File: src/rtl/rv32imac_fetch_align_if.sv
// rtl/rv32imac_fetch_align_if.sv - fetch-word and instruction handshake bundle for the realignment stage
interface rv32imac_fetch_align_if;
    logic        flush_i;
    logic [31:0] flush_pc_i;
    logic        fetch_valid_i;
    logic        fetch_ready_o;
    logic [31:0] fetch_data_i;
    logic        fetch_err_i;
    logic        instr_valid_o;
    logic        instr_ready_i;
    logic [31:0] instr_raw_o;
    logic [31:0] instr_pc_o;
    logic        instr_err_o;

    modport master (
        output flush_i, flush_pc_i, fetch_valid_i, fetch_data_i, fetch_err_i, instr_ready_i,
        input  fetch_ready_o, instr_valid_o, instr_raw_o, instr_pc_o, instr_err_o
    );

    modport slave (
        input  flush_i, flush_pc_i, fetch_valid_i, fetch_data_i, fetch_err_i, instr_ready_i,
        output fetch_ready_o, instr_valid_o, instr_raw_o, instr_pc_o, instr_err_o
    );
endinterface

File: src/rtl/rv32imac_fetch_align.sv
// rtl/rv32imac_fetch_align.sv - realigns word fetches into 16/32-bit instructions using a one-halfword hold buffer
module rv32imac_fetch_align #(
    parameter logic [31:0] RESET_PC = 32'h0000_0000
) (
    input  logic                         clk,
    input  logic                         rst_n,
    rv32imac_fetch_align_if.slave        bus
);

    typedef enum logic [1:0] {
        ST_ALIGNED = 2'd0,
        ST_SKIP    = 2'd1,
        ST_HOLD    = 2'd2
    } state_t;

    localparam logic [31:0] RESET_PC_A = RESET_PC & ~32'h1;
    localparam state_t      RESET_ST   = RESET_PC[1] ? ST_SKIP : ST_ALIGNED;

    state_t      r_st;
    logic [31:0] r_pc;
    logic [15:0] r_hold;
    logic        r_hold_err;

    logic [15:0] w_lo;
    logic [15:0] w_hi;
    logic        w_lo_32b;
    logic        w_hold_32b;
    logic        w_instr_valid;
    logic        w_fetch_ready;
    logic [31:0] w_raw;
    logic        w_err;
    logic        w_instr_hs;
    logic        w_fetch_hs;

    assign w_lo       = bus.fetch_data_i[15:0];
    assign w_hi       = bus.fetch_data_i[31:16];
    assign w_lo_32b   = (w_lo[1:0] == 2'b11);
    assign w_hold_32b = (r_hold[1:0] == 2'b11);

    always_comb begin
        w_instr_valid = 1'b0;
        w_fetch_ready = 1'b0;
        w_raw         = 32'h0;
        w_err         = 1'b0;
        if (!bus.flush_i) begin
            case (r_st)
                ST_ALIGNED: begin
                    w_instr_valid = bus.fetch_valid_i;
                    w_fetch_ready = bus.instr_ready_i;
                    w_raw         = w_lo_32b ? bus.fetch_data_i : {16'h0, w_lo};
                    w_err         = bus.fetch_err_i;
                end
                ST_SKIP: begin
                    w_fetch_ready = 1'b1;
                end
                ST_HOLD: begin
                    // A buffered 32-bit head needs the next word's low half before it can issue.
                    if (w_hold_32b) begin
                        w_instr_valid = bus.fetch_valid_i;
                        w_fetch_ready = bus.instr_ready_i;
                        w_raw         = {w_lo, r_hold};
                        w_err         = r_hold_err | bus.fetch_err_i;
                    end else begin
                        w_instr_valid = 1'b1;
                        w_raw         = {16'h0, r_hold};
                        w_err         = r_hold_err;
                    end
                end
                default: ;
            endcase
        end
    end

    assign w_instr_hs = w_instr_valid & bus.instr_ready_i;
    assign w_fetch_hs = bus.fetch_valid_i & w_fetch_ready;

    assign bus.instr_valid_o = w_instr_valid;
    assign bus.fetch_ready_o = w_fetch_ready;
    assign bus.instr_raw_o   = w_raw;
    assign bus.instr_err_o   = w_err;
    assign bus.instr_pc_o    = r_pc;

    always_ff @(posedge clk or negedge rst_n) begin
        if (!rst_n) begin
            r_st       <= RESET_ST;
            r_pc       <= RESET_PC_A;
            r_hold     <= 16'h0;
            r_hold_err <= 1'b0;
        end else if (bus.flush_i) begin
            r_pc       <= bus.flush_pc_i & ~32'h1;
            r_hold_err <= 1'b0;
            r_st       <= bus.flush_pc_i[1] ? ST_SKIP : ST_ALIGNED;
        end else begin
            case (r_st)
                ST_ALIGNED: begin
                    if (w_instr_hs) begin
                        if (w_lo_32b) begin
                            r_pc <= r_pc + 32'd4;
                        end else begin
                            r_hold     <= w_hi;
                            r_hold_err <= bus.fetch_err_i;
                            r_pc       <= r_pc + 32'd2;
                            r_st       <= ST_HOLD;
                        end
                    end
                end
                ST_SKIP: begin
                    if (w_fetch_hs) begin
                        r_hold     <= w_hi;
                        r_hold_err <= bus.fetch_err_i;
                        r_st       <= ST_HOLD;
                    end
                end
                ST_HOLD: begin
                    if (w_instr_hs) begin
                        if (w_hold_32b) begin
                            r_hold     <= w_hi;
                            r_hold_err <= bus.fetch_err_i;
                            r_pc       <= r_pc + 32'd4;
                        end else begin
                            r_pc <= r_pc + 32'd2;
                            r_st <= ST_ALIGNED;
                        end
                    end
                end
                default: r_st <= ST_ALIGNED;
            endcase
        end
    end

endmodule

File: src/flat_wrapper.sv
// flat-port wrapper written by rule: the top's interface ports become plain ports
module rv32imac_fetch_align_flat 
#(
    parameter logic [31:0] RESET_PC = 32'h0000_0000
)
  (clk, rst_n, bus_flush_i, bus_flush_pc_i, bus_fetch_valid_i, bus_fetch_data_i, bus_fetch_err_i, bus_instr_ready_i, bus_fetch_ready_o, bus_instr_valid_o, bus_instr_raw_o, bus_instr_pc_o, bus_instr_err_o);
  rv32imac_fetch_align_if bus_i ();
  input  logic clk;
  input  logic rst_n;
  input wire logic [$bits(bus_i.flush_i)-1:0] bus_flush_i;
  input wire logic [$bits(bus_i.flush_pc_i)-1:0] bus_flush_pc_i;
  input wire logic [$bits(bus_i.fetch_valid_i)-1:0] bus_fetch_valid_i;
  input wire logic [$bits(bus_i.fetch_data_i)-1:0] bus_fetch_data_i;
  input wire logic [$bits(bus_i.fetch_err_i)-1:0] bus_fetch_err_i;
  input wire logic [$bits(bus_i.instr_ready_i)-1:0] bus_instr_ready_i;
  output wire logic [$bits(bus_i.fetch_ready_o)-1:0] bus_fetch_ready_o;
  output wire logic [$bits(bus_i.instr_valid_o)-1:0] bus_instr_valid_o;
  output wire logic [$bits(bus_i.instr_raw_o)-1:0] bus_instr_raw_o;
  output wire logic [$bits(bus_i.instr_pc_o)-1:0] bus_instr_pc_o;
  output wire logic [$bits(bus_i.instr_err_o)-1:0] bus_instr_err_o;
  assign bus_i.flush_i = bus_flush_i;
  assign bus_i.flush_pc_i = bus_flush_pc_i;
  assign bus_i.fetch_valid_i = bus_fetch_valid_i;
  assign bus_i.fetch_data_i = bus_fetch_data_i;
  assign bus_i.fetch_err_i = bus_fetch_err_i;
  assign bus_i.instr_ready_i = bus_instr_ready_i;
  assign bus_fetch_ready_o = bus_i.fetch_ready_o;
  assign bus_instr_valid_o = bus_i.instr_valid_o;
  assign bus_instr_raw_o = bus_i.instr_raw_o;
  assign bus_instr_pc_o = bus_i.instr_pc_o;
  assign bus_instr_err_o = bus_i.instr_err_o;
  rv32imac_fetch_align #(.RESET_PC(RESET_PC)) u_core (.clk(clk), .rst_n(rst_n), .bus(bus_i));
endmodule
File: config.mk
export PLATFORM = sky130hd
export DESIGN_NAME = rv32imac_fetch_align_flat
export DESIGN_NICKNAME = d
export VERILOG_FILES = /design/src/rtl/rv32imac_fetch_align_if.sv /design/src/rtl/rv32imac_fetch_align.sv /design/src/flat_wrapper.sv
export SDC_FILE = /design/constraint.sdc
export NUM_CORES = 1
export LEC_CHECK = 0
export ABC_AREA = 1
export BUFFER_PORTS_ARGS = -buffer_cell sky130_fd_sc_hd__buf_2
export CAP_MARGIN = 10
export CORE_MARGIN = 1.5
export CORE_UTILIZATION = 53
export DETAILED_ROUTE_END_ITERATION = 8
export PLACE_DENSITY = 0.86
export SLEW_MARGIN = 20
export SYNTH_ARGS = -nofsm -noshare
export SYNTH_HDL_FRONTEND = slang
export SYNTH_SLANG_ARGS = --single-unit
File: constraint.sdc
create_clock -name clk -period 2.4 [get_ports clk]
set_input_delay 0.24 -clock clk [delete_from_list [all_inputs] [get_ports clk]]
set_output_delay 0.24 -clock clk [all_outputs]
set_load 0.02 [all_outputs]
==> run_results.csv, run 1 <==
group,metric,value,unit
run_status,status,"complete, no violations",
placement,gp_congestion,0.985,
detailed_routing,detail-route-antenna-nets,0,
global_routing,grt_max_degree,33,
detailed_routing,firstDrtPassIters,5,
sta,setup_violations,0,
sta,tightest_slew,711,ps
critical_path,cp-start-kind,"flip-flop",
sta,tns,0,ps
cts,cts_tree,"done",
floorplan,die-area,8880,sq um
cts,root_buffer,"clkbuf_8",
floorplan,fp.dieW,94.3,um
global_routing,grt_pass1_vias,5258,
critical_path,cp_data_arrival_time,2020,ps
logic_synthesis,ys_types,37,
detailed_routing,wl,15000,um
logic_synthesis,synth_top_area_frac,0.283,
logic_synthesis,synth_cells,727,
floorplan,io-pin-count,137,
critical_path,r2r_slack,180,ps
finish,nets,940,
logic_synthesis,synth_edf_count,0,
run,maxCapViolCount,0,
placement,hpwl,11600,um
critical_path,r2r_end,"u_core.bus.instr_pc_o[21]$_DFFE_PN0P_",
power,p_leak,2.75,nW
global_routing,grt_pass1_wl,24000,um
critical_path,worst-endpoint-required,2160,ps
floorplan,die_h,94.3,um
detailed_routing,drc_errors,0,
cts,cts_num_sinks,50,
global_routing,grt_antenna_before_repair,0,
sta,fmax,443,MHz
finish,n_fill_cell,776,
detailed_routing,wl_per_cell,15.5,um
sta,rsz0062_at_grt,"no",
detailed_routing,viasPerCell,5.82,
sta,finClkSkew,8.78,ps
power,powerDensity,909,nW/um^2
logic_synthesis,synth.area.top_cells,"dfrtp_1, nand2_1, nand3_1",
logic_synthesis,synth_top_cell_by_area,"dfrtp_1",
sta,final_max_slew_viol_count,0,
sta,hold_viol,0,
placement,dp_cells,961,
global_routing,track_usage,0.340,
detailed_routing,drtIter0Drc,372,
critical_path,r2r_start,"u_core.r_st[0]$_DFFE_PN0P_",
logic_synthesis,ys_ff_latch,50,
critical_path,reg2reg_depth,12,
logic_synthesis,ys_seq_area_frac,0.283,
logic_synthesis,syn-cell-area,4410,sq um
finish,instances_no_fill,970,
global_routing,grt.overflow.total,0,
critical_path,cp-end-kind,"primary output",
floorplan,start_util,0.543,
cts,clock_latency,310,ps
finish,antenna_cells,0,
logic_synthesis,synth_area_per_cell,6.07,sq um
logic_synthesis,ys.flop_type,"dfrtp_1",
cts,max-clock-path-buffers,2,
sta,min_period,2260,ps
logic_synthesis,ys_warn_count,0,
cts,clk_pin_slew_worst_paths,100,ps
min_path,hp-start,"bus_flush_pc_i[16]",
min_path,whs_endpoint,"u_core.bus.instr_pc_o[16]$_DFFE_PN0P_",
cts,post_cts_buffers,0,
finish,drive_above_1_share,0.214,
floorplan,design.core.area,8130,sq um
power,ir_worst_vdd,0.516,mV
critical_path,path_max_fanout,15,
sta,final.period_utilization,0.940,
critical_path,setup.worst_path.class,"flip-flop to primary output",
sta,relSlewSlack,0.526,
detailed_routing,num_vias,5648,
finish,final_util,0.661,
cts,cts_buffers,5,
logic_synthesis,synth_nets,803,
placement,io_buffers,134,
cts,ctsHtreeMaxLevel,2,
finish,area_growth,21.9,%
logic_synthesis,async_flop_share,1.00,
min_path,hold_path.class,"input pin to flip-flop",
floorplan,rows,33,
min_path,min_path_cells,3,
critical path, stage by stage (launching register included):
cell	delay [ps]
dfrtp_1	420
inv_1	160
ha_2	260
inv_2	90
nor2_4	120
buf_4	220
a22oi_1	120
nor2_1	120
buf_2	180
timing repair:
item / CTS / global route
endpoints found under the hold margin: 5 / 0
setup endpoints to repair: 0 / 21
gates resized for setup: 0 / 2
hold buffers: 1 / 0
cell type report:
class | instances | area, sq um | area share
multi-input cells | 572 | 2750 | 0.511
flip-flops and latches | 50 | 1250 | 0.233
repair buffers | 157 | 858 | 0.160
inverters | 78 | 293 | 0.0544
well taps | 105 | 131 | 0.0244
clock buffers | 6 | 82.6 | 0.0154
clock inverters | 2 | 12.5 | 0.00233
cell usage in the layout (no fill, tap or decap), types with 15 or more instances in the layout:
| cell | Yosys | final |
|---|---|---|
| buf_4 | 1 | 21 |
| o21ai_0 | 30 | 30 |
| a21oi_1 | 24 | 24 |
| o21ai_1 | 21 | 21 |
| nand3_1 | 119 | 119 |
| inv_1 | 76 | 76 |
| nand2_1 | 213 | 213 |
| nor2_1 | 82 | 81 |
| buf_2 | 8 | 134 |
| a22oi_1 | 22 | 22 |
| dfrtp_1 | 50 | 50 |
| a22o_1 | 15 | 15 |
power by group:
group | total (mW) | switching [mW] | internal, mW
Combinational | 2.70 | 1.78 | 0.918
Sequential | 1.65 | 0.467 | 1.18
Clock | 0.546 | 0.313 | 0.233
through the flow:
stage	cell area (sq um)	worst slack [ps]	total power, mW	hold slack (ps)
after CTS	5370	86.5	4.85	144
after detailed placement	5270	169	4.30	340
after global placement	5270	255	4.19	319
final	5380	143	4.89	141
after floorplan	4410	307	3.37	-55.6
after global routing	5380	4.65	5.29	147
cell families after synthesis:
logic type	count (synthesis)	share of synthesized area
AOI/OAI and AO/OA	124	0.174
adders and majority gates	6	0.0170
buffers and inverters	105	0.0958
and+or+nand+nor	440	0.427
other	1	0.000850
DFF	50	0.283
xor gates and xnor gates	1	0.00198
state kept, by name, summed over array words and instances, names as in the netlist:
register,flops
u_core.bus.instr_pc_o,31
u_core.r_st,2
u_core.r_hold_err,1
u_core.r_hold,16
metal layers:
metal,wire (um),global-route usage,up-vias
met2,7510,0.607,287
li1,-,-,2682
met3,1180,0.0421,39
met4,487,0.126,0
met5,0,0,-
met1,5830,0.415,2640
synthesized netlist by cell type, types with 6 or more instances:
master	number
nand3_1	119
a21oi_1	24
nand2_1	213
a22o_1	15
o21ai_1	21
dfrtp_1	50
inv_1	76
clkbuf_1	11
nor2_1	82
a22oi_1	22
buf_2	8
ha_1	6
o21ai_0	30
worst max path at each step:
stage	startpoint	end	slack (ps)	depth (start not counted)
final	u_core.r_st[0]$_DFFE_PN0P_	bus_instr_raw_o[31]	140	8
after global routing	u_core.r_st[0]$_DFFE_PN0P_	bus_instr_raw_o[31]	5	8
after CTS	u_core.r_st[0]$_DFFE_PN0P_	bus_instr_raw_o[31]	90	8
after detailed placement	u_core.r_st[0]$_DFFE_PN0P_	u_core.bus.instr_pc_o[4]$_DFFE_PN0P_	170	11
after global placement	u_core.r_st[0]$_DFFE_PN0P_	u_core.bus.instr_pc_o[4]$_DFFE_PN0P_	250	11
after floorplan	u_core.r_st[0]$_DFFE_PN0P_	bus_instr_raw_o[21]	310	7
Note: power is estimated with default switching activity, not from simulation.
==> run 2: changes to the inputs <==
RECOVER_POWER = 100   (was default)
clock period = 2.2 ns   (was 2.4 ns; I/O delays follow)
==> run 2 against run 1 <==
  * Worst hold slack got worse by 18 ps
  * Clock power increased by 24%
  * Critical path depth did not move
  * Clock skew increased by 1.9 ps
  * Sequential power grew 7%
  * Combinational power rose by 11%
  * Core utilization is 1.0 points higher
  * Via count down 1.2%
  * Cell area grew 1.5%
  * Die area is the same
  * Non-clock buffer count is 5 higher
  * Largest cell class unchanged
==> run_results.csv, run 2 (synthesized netlist as in run 1, its figures left out) <==
group,metric,value,unit
finish,n_fill_cell,769,
placement,hpwl,11600,um
global_routing,grt.overflow.total,0,
finish,nets,945,
run_status,status,"complete, no violations",
floorplan,rows,33,
finish,layout_commonest_cell,"nand2_1",
detailed_routing,drtIter0Drc,448,
placement,io_buffers,134,
cts,cts_num_sinks,50,
global_routing,grt_pass1_vias,5390,
power,ir_worst_vdd,0.536,mV
global_routing,grt_antenna_before_repair,0,
detailed_routing,num_vias,5583,
critical_path,cp_data_arrival_time,1880,ps
placement,dp_cells,966,
power,powerDensity,999,nW/um^2
min_path,hp-start,"bus_flush_pc_i[11]",
finish,antenna_cells,0,
critical_path,r2r_start,"u_core.r_st[0]$_DFFE_PN0P_",
sta,setup_violations,0,
sta,rsz0062_at_grt,"yes",
critical_path,cp-start-kind,"flip-flop",
cts,ctsHtreeMaxLevel,2,
cts,max-clock-path-buffers,2,
power,p_leak,2.71,nW
floorplan,fp.dieW,94.3,um
critical_path,setup.worst_path.class,"flip-flop to primary output",
finish,final_util,0.671,
detailed_routing,wl_per_cell,15.3,um
finish,area_growth,23.7,%
min_path,hold_path.class,"input pin to flip-flop",
critical_path,worst-endpoint-required,1980,ps
sta,min_period,2100,ps
global_routing,grt_pass1_wl,24600,um
detailed_routing,detail-route-antenna-nets,0,
cts,cts_tree,"done",
cts,clk_pin_slew_worst_paths,100,ps
sta,hold_viol,0,
critical_path,path_max_fanout,15,
detailed_routing,firstDrtPassIters,7,
sta,tightest_slew,1290,ps
global_routing,grt_max_degree,33,
floorplan,start_util,0.543,
floorplan,die-area,8880,sq um
global_routing,track_usage,0.346,
critical_path,cp-startpoint,"u_core.r_st[0]$_DFFE_PN0P_",
placement,gp_congestion,1.03,
finish,final_cell_mix,"nand2_1, nand3_1, buf_2",
floorplan,design.core.area,8130,sq um
run,maxCapViolCount,0,
cts,cts_buffers,5,
detailed_routing,drc_errors,0,
critical_path,cp-end-kind,"primary output",
sta,finClkSkew,10.7,ps
cts,post_cts_buffers,0,
finish,largest_reg_flops,31,
cts,root_buffer,"clkbuf_8",
sta,fmax,477,MHz
floorplan,die_h,94.3,um
floorplan,io-pin-count,137,
finish,instances_no_fill,975,
cts,clock_latency,310,ps
sta,final.period_utilization,0.953,
finish,drive_above_1_share,0.194,
detailed_routing,wl,14900,um
sta,final_max_slew_viol_count,0,
detailed_routing,viasPerCell,5.73,
sta,relSlewSlack,0.142,
==> run 2: changes by cell type in the layout (fill, tap and decap cells not counted), sizes merged <==
cell | before | now
bufinv | 0 | 1
clkinvlp | 1 | 0
clkbuf | 6 | 36
clkinv | 1 | 2
buf | 156 | 130
==> run 2: report_power, final <==
part           switching, mW  internal, mW  total (mW)  leakage [nW]
Combinational           2.02         0.989        3.00          2.05
Clock                  0.340         0.336       0.676        0.0579
Sequential             0.481          1.29        1.77         0.594
==> run 2: final cells by class <==
cell class,count,area [sq um],area share
clock buffers,5,68.8,0.0126
clock inverters,3,40.0,0.00733
inverters,78,293,0.0536
multi-input cells,572,2800,0.513
flip-flops and latches,50,1250,0.230
well taps,105,131,0.0241
repair buffers,162,873,0.160
==> run 2: metrics by stage <==
step / cell area [sq um] / worst slack, ps / TNS (ps) / total power, mW / hold slack, ps
floorplan: 4410 / 127 / 0 / 3.67 / -75.6
global placement: 5320 / 107 / 0 / 4.62 / 227
detailed placement: 5320 / -9.85 / -9.85 / 4.73 / 236
CTS: 5450 / 3.69 / 0 / 5.41 / 120
global route: 5460 / -39.3 / -100 / 5.91 / 121
finish: 5460 / 102 / 0 / 5.45 / 123
==> run 2: worst max-delay path, stage by stage, from the launching register on <==
cell	delay (ps)
dfrtp_1	410
inv_2	140
ha_1	200
inv_1	110
nor2_2	140
buf_6	190
a22oi_1	100
nor2_1	110
buf_2	170
==> run 2: path summary, 6_finish.rpt <==
check,to,slack (ps),cells after the start
min in group asynchronous,u_core.bus.instr_pc_o[7]$_DFFE_PN0P_,700,2
max,bus_instr_raw_o[29],100,8
max in group asynchronous,u_core.r_hold[11]$_DFFE_PN0P_,320,3
max reg2reg,u_core.bus.instr_pc_o[30]$_DFFE_PN0P_,130,12
min reg2reg,u_core.r_hold[15]$_DFFE_PN0P_,500,2
min,u_core.bus.instr_pc_o[11]$_DFFE_PN0P_,120,3
==> run 2: routing by layer <==
metal | GRT usage | vias to the layer above | share of wire
li1 | - | 2693 | -
met1 | 0.420 | 2559 | 0.40
met2 | 0.600 | 274 | 0.49
met3 | 0.0591 | 57 | 0.071
met4 | 0.143 | 0 | 0.039
met5 | 0 | - | 0
==> run 2: timing repair <==
action | in CTS | in global routing
hold endpoints to repair | 21 | 0
resized for setup | 3 | 17
hold buffers | 1 | 0
pin swaps | 0 | 1
endpoints found under the setup margin | 26 | 58
